===== src/rtl/dram_port_arbiter.sv =====
// dram_port_arbiter: round-robin sharing of the 128-bit memory port between CPU and UART monitor
module dram_port_arbiter #(
  parameter int TMO_CYCLES = 1023,
  parameter int TCW = 10
) (
  input  logic         clk,
  input  logic         rst_n,
  input  logic         mon_rd_req,
  input  logic [31:0]  mon_rd_adr,
  input  logic         mon_wr_req,
  input  logic [31:0]  mon_wr_adr,
  input  logic [127:0] mon_wdata,
  input  logic [15:0]  mon_mask,
  output logic         mon_rd_valid,
  output logic         mon_finish_wresp,
  output logic         mon_busy,
  input  logic         cpu_rd_req,
  input  logic         cpu_wr_req,
  input  logic [31:0]  cpu_adr,
  input  logic [127:0] cpu_wdata,
  input  logic [15:0]  cpu_mask,
  output logic         cpu_rd_ack,
  output logic         cpu_wr_ack,
  output logic         mem_rd_req,
  output logic         mem_wr_req,
  output logic [31:0]  mem_adr,
  output logic [127:0] mem_wdata,
  output logic [15:0]  mem_mask,
  input  logic         mem_rd_valid,
  input  logic         mem_wr_resp,
  input  logic [127:0] mem_rd_data,
  output logic [127:0] rd_data,
  output logic         tmo_err
);
  typedef enum logic [1:0] {S_IDLE, S_RD, S_WR} state_t;
  localparam logic [TCW-1:0] TMO_LAST = TCW'(TMO_CYCLES - 1);
  state_t state_q, state_d;
  logic owner_q, owner_d;
  logic lg_q, lg_d;
  logic mp_rd_q, mp_rd_d, mp_wr_q, mp_wr_d;
  logic [31:0] ma_q, ma_d;
  logic [127:0] mw_q, mw_d;
  logic [15:0] mm_q, mm_d;
  logic [TCW-1:0] cnt_q, cnt_d;
  logic mem_rd_req_q, mem_rd_req_d, mem_wr_req_q, mem_wr_req_d;
  logic [31:0] mem_adr_q, mem_adr_d;
  logic [127:0] mem_wdata_q, mem_wdata_d;
  logic [15:0] mem_mask_q, mem_mask_d;
  logic mon_rd_valid_q, mon_rd_valid_d, mon_finish_wresp_q, mon_finish_wresp_d;
  logic cpu_rd_ack_q, cpu_rd_ack_d, cpu_wr_ack_q, cpu_wr_ack_d;
  logic tmo_err_q, tmo_err_d;
  logic m_cand, c_cand, g_mon, g_cpu, rd_op, resp, tmo;
  assign mon_busy = mp_rd_q | mp_wr_q | ((state_q != S_IDLE) & owner_q);
  assign rd_data = mem_rd_data;
  assign mem_rd_req = mem_rd_req_q;
  assign mem_wr_req = mem_wr_req_q;
  assign mem_adr = mem_adr_q;
  assign mem_wdata = mem_wdata_q;
  assign mem_mask = mem_mask_q;
  assign mon_rd_valid = mon_rd_valid_q;
  assign mon_finish_wresp = mon_finish_wresp_q;
  assign cpu_rd_ack = cpu_rd_ack_q;
  assign cpu_wr_ack = cpu_wr_ack_q;
  assign tmo_err = tmo_err_q;
  // Capture monitor pulses, arbitrate in idle, issue one command, and retire it on response or watchdog
  always_comb begin
    state_d = state_q;
    owner_d = owner_q;
    lg_d = lg_q;
    mp_rd_d = mp_rd_q;
    mp_wr_d = mp_wr_q;
    ma_d = ma_q;
    mw_d = mw_q;
    mm_d = mm_q;
    cnt_d = (state_q == S_IDLE) ? '0 : cnt_q + 1'b1;
    mem_rd_req_d = 1'b0;
    mem_wr_req_d = 1'b0;
    mem_adr_d = mem_adr_q;
    mem_wdata_d = mem_wdata_q;
    mem_mask_d = mem_mask_q;
    mon_rd_valid_d = 1'b0;
    mon_finish_wresp_d = 1'b0;
    cpu_rd_ack_d = 1'b0;
    cpu_wr_ack_d = 1'b0;
    tmo_err_d = tmo_err_q;
    m_cand = mp_rd_q | mp_wr_q;
    // the CPU still holds its level during the ack cycle; keep it from being re-granted then
    c_cand = (cpu_rd_req | cpu_wr_req) & ~(cpu_rd_ack_q | cpu_wr_ack_q);
    g_mon = (state_q == S_IDLE) && m_cand && (!c_cand || !lg_q);
    g_cpu = (state_q == S_IDLE) && c_cand && !g_mon;
    rd_op = g_mon ? mp_rd_q : cpu_rd_req;
    resp = ((state_q == S_RD) && mem_rd_valid) || ((state_q == S_WR) && mem_wr_resp);
    tmo = (state_q != S_IDLE) && (cnt_q == TMO_LAST);
    if (!mon_busy && (mon_rd_req || mon_wr_req)) begin
      mp_rd_d = mon_rd_req;
      mp_wr_d = !mon_rd_req;
      ma_d = mon_rd_req ? mon_rd_adr : mon_wr_adr;
      mw_d = mon_wdata;
      mm_d = mon_mask;
    end
    if (g_mon || g_cpu) begin
      state_d = rd_op ? S_RD : S_WR;
      owner_d = g_mon;
      lg_d = g_mon;
      mem_rd_req_d = rd_op;
      mem_wr_req_d = !rd_op;
      mem_adr_d = (g_mon ? ma_q : cpu_adr) & 32'hFFFF_FFF0;
      mem_wdata_d = g_mon ? mw_q : cpu_wdata;
      mem_mask_d = g_mon ? mm_q : cpu_mask;
    end
    if (resp || tmo) begin
      state_d = S_IDLE;
      mon_rd_valid_d = owner_q && (state_q == S_RD);
      mon_finish_wresp_d = owner_q && (state_q == S_WR);
      cpu_rd_ack_d = !owner_q && (state_q == S_RD);
      cpu_wr_ack_d = !owner_q && (state_q == S_WR);
      mp_rd_d = owner_q ? 1'b0 : mp_rd_d;
      mp_wr_d = owner_q ? 1'b0 : mp_wr_d;
      tmo_err_d = tmo_err_q | !resp;
    end
  end
  // State and output registers; reset abandons any in-flight transaction
  always_ff @(posedge clk or negedge rst_n) begin
    if (!rst_n) begin
      state_q <= S_IDLE;
      owner_q <= 1'b0;
      lg_q <= 1'b0;
      mp_rd_q <= 1'b0;
      mp_wr_q <= 1'b0;
      ma_q <= '0;
      mw_q <= '0;
      mm_q <= '0;
      cnt_q <= '0;
      mem_rd_req_q <= 1'b0;
      mem_wr_req_q <= 1'b0;
      mem_adr_q <= '0;
      mem_wdata_q <= '0;
      mem_mask_q <= '0;
      mon_rd_valid_q <= 1'b0;
      mon_finish_wresp_q <= 1'b0;
      cpu_rd_ack_q <= 1'b0;
      cpu_wr_ack_q <= 1'b0;
      tmo_err_q <= 1'b0;
    end else begin
      state_q <= state_d;
      owner_q <= owner_d;
      lg_q <= lg_d;
      mp_rd_q <= mp_rd_d;
      mp_wr_q <= mp_wr_d;
      ma_q <= ma_d;
      mw_q <= mw_d;
      mm_q <= mm_d;
      cnt_q <= cnt_d;
      mem_rd_req_q <= mem_rd_req_d;
      mem_wr_req_q <= mem_wr_req_d;
      mem_adr_q <= mem_adr_d;
      mem_wdata_q <= mem_wdata_d;
      mem_mask_q <= mem_mask_d;
      mon_rd_valid_q <= mon_rd_valid_d;
      mon_finish_wresp_q <= mon_finish_wresp_d;
      cpu_rd_ack_q <= cpu_rd_ack_d;
      cpu_wr_ack_q <= cpu_wr_ack_d;
      tmo_err_q <= tmo_err_d;
    end
  end
endmodule


===== config.mk =====
export PLATFORM = sky130hd
export DESIGN_NAME = dram_port_arbiter
export DESIGN_NICKNAME = d
export VERILOG_FILES = /design/src/rtl/dram_port_arbiter.sv
export SDC_FILE = /design/constraint.sdc
export NUM_CORES = 1
export LEC_CHECK = 0
export ABC_AREA = 1
export CORE_AREA = 2 2 324 326
export CTS_CLUSTER_SIZE = 14
export DETAILED_ROUTE_END_ITERATION = 6
export DIE_AREA = 0 0 326 328
export GPL_TIMING_DRIVEN = 1
export PLACE_DENSITY = 0.51
export SYNTH_ARGS = -nofsm -noshare
export SYNTH_HDL_FRONTEND = slang
export SYNTH_SLANG_ARGS = --single-unit

===== constraint.sdc =====
create_clock -name clk -period 2.69 [get_ports clk]
set_input_delay 0.4035 -clock clk [delete_from_list [all_inputs] [get_ports clk]]
set_output_delay 0.4035 -clock clk [all_outputs]
set_load 0.005 [all_outputs]

==> qor.yml, run 1 <==
status: "complete, no violations"
cts_tree: "done"
grt-ovfl-total: 0
tns_ns: 0
power_leakage_nw: 12.5
slew_viol_final: 0
antenna_found_initial: 1
worst-path-max-fanout: 6
synthMostInstantiatedCell: "nand2_1"
numCtsBuffers: 47
grt_pass1_vias: 16034
critPathMaxStageDelay_ns: 0.59
grt_pass1_wl_um: 96300
cpLargestDelayFamily: "buffers and inverters"
fp.dieW_um: 326
min_period_ns: 2.49
layout-drive-gt1-share_pct: 5.91
portBuffers: 559
cts_setup_buffers: 0
grt_max_degree: 85
dr.pass1.iters: 5
start_util_pct: 17.3
start_kind: "flip-flop"
required_ns: 2.29
syn_area_per_cell_um2: 7.58
worstPathCellList: "inv_2 -> nand2_4 -> nand2_2 -> nand2_2 -> clkdlybuf4s50_1"
setup_viol_count_final: 0
h-tree-depth: 2
ant_nets: 0
ys.flop_type: "dfrtp_1"
maxCapViolCount: 0
die_y_um: 328
core-area_um2: 103000
power.density_nw_per_um2: 1170
grt_use_total_pct: 11.5
dr_total_vias: 15634
rsz0062_at_grt: "no"
fin_nets: 3330
fmax_mhz: 401
netlist-cell-type-count: 29
routed_wl_um: 62800
final_util_pct: 25.3
path_common_cell: "nand2_2"
cp-end-kind: "output pin"
place_congestion: 0.788
routed_via_density: 3.70
cts_max_path_buffers: 3
dpl.hpwl_um: 45800
clk_latency_ns: 0.59
post-route-period-util_pct: 92.6
hold_path.class: "in2async"
cts_sinks: 366
skew_ns: 0.0111
wl_per_cell_um: 14.9
synth_area_leaders: "dfrtp_1, nand2_1, inv_1"
ys_warn_count: 0
irDropWorstVdd_mv: 0.423
ys_top_cells_by_count: "nand2_1, dfrtp_1, inv_1, o21ai_1, o21ai_0"
die_area_um2: 107000
syn_area_um2: 17900
syn_to_final_growth_pct: 45.8
maxSlewHeadroom_pct: 59.2
drt_iter0_drc: 675
netlist_instances: 2363
ys_seq_area_share_pct: 51.2
cts_root_buf: "clkbuf_16"
ios: 832
crit_path_top_delay_cell: "clkdlybuf4s50_1"
yosysTopAreaCell: "dfrtp_1"
rows: 118
drc: 0
worst_pin_slew_ns: 0.612
clkSlewWorstSetupHoldPaths_ns: 0.06
cp.arrival_ns: 2.09
crit_buf_inv: 2
timing_worst_setup_path_type: "reg2out"
synth_top_area_share_pct: 51.2
async_reset_ff_share_pct: 100
synth_edf_count: 0
ys_ff_latch: 366
finalHoldViolCount: 0
power breakdown:
part           total (W)  switching [W]  internal [W]  leakage [nW]
combinational     0.0148        0.00825       0.00651          7.32
clock            0.00638        0.00253       0.00386         0.755
sequential       0.00952        0.00119       0.00833          4.40
logic make-up after synthesis:
family,count (synthesis),share of synthesized area (%)
other,1,0.0209
AND/OR/NAND/NOR,1026,21.9
AO/OA/AOI/OAI,353,9.92
buffers and inverters,613,16.7
XOR/XNOR,2,0.0979
flip-flops,366,51.2
adder cells (fa/ha/maj),2,0.140
layout by cell type, fill, tap and decap left out, types with 2 or more instances in the layout:
cell / count
dfrtp_1: 366
clkbuf_8: 9
clkinv_2: 7
buf_12: 23
a21oi_1: 3
nor2_1: 25
ha_1: 2
nand2_4: 2
diode_2: 2
buf_4: 60
inv_1: 360
nand2_2: 2
xor2_1: 2
nand2_1: 974
conb_1: 4
nor2_4: 2
o21ai_1: 185
bufinv_16: 3
inv_2: 2
clkbuf_16: 49
o21ai_0: 161
nand3_1: 10
clkbuf_1: 14
nor2_2: 3
o21a_1: 2
clkinvlp_4: 2
nand4_1: 5
clkdlybuf4s50_1: 558
sequential cells by signal, indices dropped and copies added (netlist names), 2 cells and up:
name / cells
state_q: 2
mm_q: 16
cnt_q: 10
mem_mask: 16
mw_q: 128
ma_q: 28
mem_wdata: 128
mem_adr: 28
layer usage:
| layer | global-route usage [%] | routed length, um | vias up |
|---|---|---|---|
| met5 | 0 | 0 | - |
| met4 | 4.80 | 2440 | 0 |
| met3 | 2.95 | 3810 | 144 |
| met2 | 19.8 | 30400 | 459 |
| met1 | 13.7 | 26100 | 7187 |
| li1 | - | - | 7844 |
cell type report:
class	count	area [um2]
Clock inverter	12	140
Antenna cell	2	5.00
Fill cell	11275	77100
Inverter	363	1370
Clock buffer	72	1400
Multi-Input combinational cell	1387	5780
Timing Repair Buffer	643	6520
Sequential cell	366	9160
Tap cell	1380	1730
through the flow:
stage          cells  total power, W  worst slack (ns)  hold slack (ns)  cell area (um2)
2_1_floorplan   2366          0.0175              1.20            0.108            17900
3_3_place_gp    4138          0.0245             0.268            0.410            24500
3_5_place_dp    4138          0.0247             0.213            0.404            24500
4_1_cts         4223          0.0313            0.0861            0.298            26100
5_1_grt         4224          0.0334            0.0662            0.321            26100
6_report        4225          0.0307             0.198            0.361            26100
final timing paths:
check	startpoint	endpoint	slack [ns]	depth (start not counted)
worst max-delay path	state_q[0]	mon_busy	0.20	5
worst min-delay path	rst_n	mw_q[67]	0.36	2
worst min register to register	tmo_err	tmo_err	0.47	1
max in group asynchronous	rst_n	ma_q[23]	1.43	3
worst max register to register	cpu_wr_ack	mem_wdata[83]	0.68	7
min in group clk	mon_wdata[80]	mw_q[80]	0.36	3
timing repair:
item | 4_1_cts | 5_1_grt
setup endpoints to repair | 0 | 0
hold buffers | 1 | 0
endpoints found under the hold margin | 51 | 0
resized for setup | 0 | 0
No activity file was read; power rests on OpenSTA's default activity.
==> run 2, diff against run 1 <==
- DONT_BUFFER_PORTS: unset -> 1
- PLACE_DENSITY: 0.51 -> 0.41
==> qor.yml, run 2 (same netlist as run 1, synthesis figures left out) <==
rows: 118
violations: "hold timing"
start_kind: "flip-flop"
grt_pass1_vias: 14948
cp.arrival_ns: 2.70
post-route-period-util_pct: 82.9
post_cts_resized: 0
hold_path.class: "in2async"
layout_commonest_cell: "nand2_1"
final_cell_mix: "nand2_1, dfrtp_1, inv_1"
timing_worst_setup_path_type: "reg2reg"
dr_total_vias: 14350
power.density_nw_per_um2: 1240
layout-drive-gt1-share_pct: 5.20
min_period_ns: 2.23
worstPathCellList: "nor2_2 -> nand3_1 -> nand2_8 -> buf_12 -> o21ai_0 -> nand2_1 -> nand2_1"
grt_pass1_wl_um: 92500
cts_tree: "done"
cts_max_path_buffers: 3
dpl.hpwl_um: 42000
worst-path-max-fanout: 88
total_power_w: 0.0276
cts_sinks: 366
n_fill_cell: 11561
irDropWorstVdd_mv: 0.912
drc: 0
rr_worst_depth: 7
cp-end-kind: "flip-flop"
place_congestion: 0.789
maxSlewHeadroom_pct: 24.4
numCtsBuffers: 48
clk_latency_ns: 0.59
syn_to_final_growth_pct: 24.4
finalHoldViolCount: 366
fp.dieW_um: 326
ant_nets: 0
rsz0062_at_grt: "no"
endpoint: "mem_wdata[12]"
hold_buffers: 214
crit_start: "cpu_rd_ack"
r2r-start: "cpu_rd_ack"
tns_ns: 0
clkSlewWorstSetupHoldPaths_ns: 0.06
critPathMaxStageDelay_ns: 0.44
cts_setup_buffers: 0
maxCapViolCount: 0
core-area_um2: 103000
r2r_end: "mem_wdata[12]"
routed_wl_um: 61000
drt_iter0_drc: 617
cts_root_buf: "clkbuf_16"
portBuffers: 0
die_y_um: 328
power_leakage_nw: 11.0
wl_per_cell_um: 15.9
slew_viol_final: 0
grt_use_total_pct: 11.2
routed_via_density: 3.73
grt-ovfl-total: 0
h-tree-depth: 2
start_util_pct: 17.3
antenna_found_initial: 4
worst_pin_slew_ns: 1.13
setup_viol_count_final: 0
crit_path_top_delay_cell: "dfrtp_1"
required_ns: 3.16
ios: 832
grt_max_degree: 367
reg2reg_setup_slack_ns: 0.46
die_area_um2: 107000
fmax_mhz: 448
status: "finished with violations"
skew_ns: 0.0150
dr.pass1.iters: 6
path_common_cell: "nand2_1"
holdWs_ns: -0.485
fin_nets: 2947
run 2: cell types whose count changed in the layout (fill, tap and decap cells not counted):
cell	change
clkbuf_1	+3
buf_4	-31
clkinv_2	-4
clkbuf_8	+3
dlygate4sd3_1	+213
bufinv_16	-1
clkinvlp_4	-1
clkdlybuf4s50_1	-558
buf_12	-7
buf_8	-1
clkinv_4	+2
run 2: worst max-delay path, delay by kind of cell, from the launching register on:
family                 cells  cell delay [ns]
AO/OA/AOI/OAI              1             0.20
buffers and inverters      1             0.29
flip-flops                 1             0.44
AND/OR/NAND/NOR            5             0.97
run 2: cell type report:
type                            count  area (um2)  share of cell area (%)
Inverter                          363        1370                    6.14
Timing Repair Buffer              259        2680                    12.0
Clock buffer                       78        1460                    6.53
Antenna cell                        2        5.00                  0.0225
Sequential cell                   366        9160                    41.1
Clock inverter                      8         100                   0.449
Multi-Input combinational cell   1387        5780                    26.0
Tap cell                         1380        1730                    7.75
run 2: layer usage:
layer	vias to the layer above	track usage [%]	share of wire [%]
li1	7075	-	-
met1	6668	13.0	40
met2	449	18.9	49
met3	156	3.34	6.7
met4	2	5.13	4.5
met5	-	0	0.026
run 2: how the worst min path moves through the flow:
stage	from	end	slack [ns]	cells past startpoint
after detailed placement	rst_n	mem_wdata[69]	0.11	0
after global placement	rst_n	mem_wdata[76]	0.12	0
after floorplan	rst_n	cnt_q[0]	0.11	0
after global routing	rst_n	mem_wdata[76]	-0.54	0
final	rst_n	mem_wdata[76]	-0.48	0
after CTS	rst_n	mem_wdata[76]	-0.55	0
run 2: per-stage QoR:
stage	worst slack, ns	utilization [%]	cells	area (um2)
after CTS	0.441	21.6	3841	22300
after detailed placement	0.471	18.0	3541	18600
final	0.459	21.6	3843	22300
after global placement	0.490	18.0	3541	18600
after global routing	0.317	21.6	3843	22300
after floorplan	1.20	-	2366	17900
run 2: power breakdown:
part           switching, W  leakage, nW  internal, W  total, W
clock               0.00256        0.759      0.00386   0.00643
sequential          0.00175         4.40      0.00834    0.0101
combinational       0.00731         5.81      0.00382    0.0111
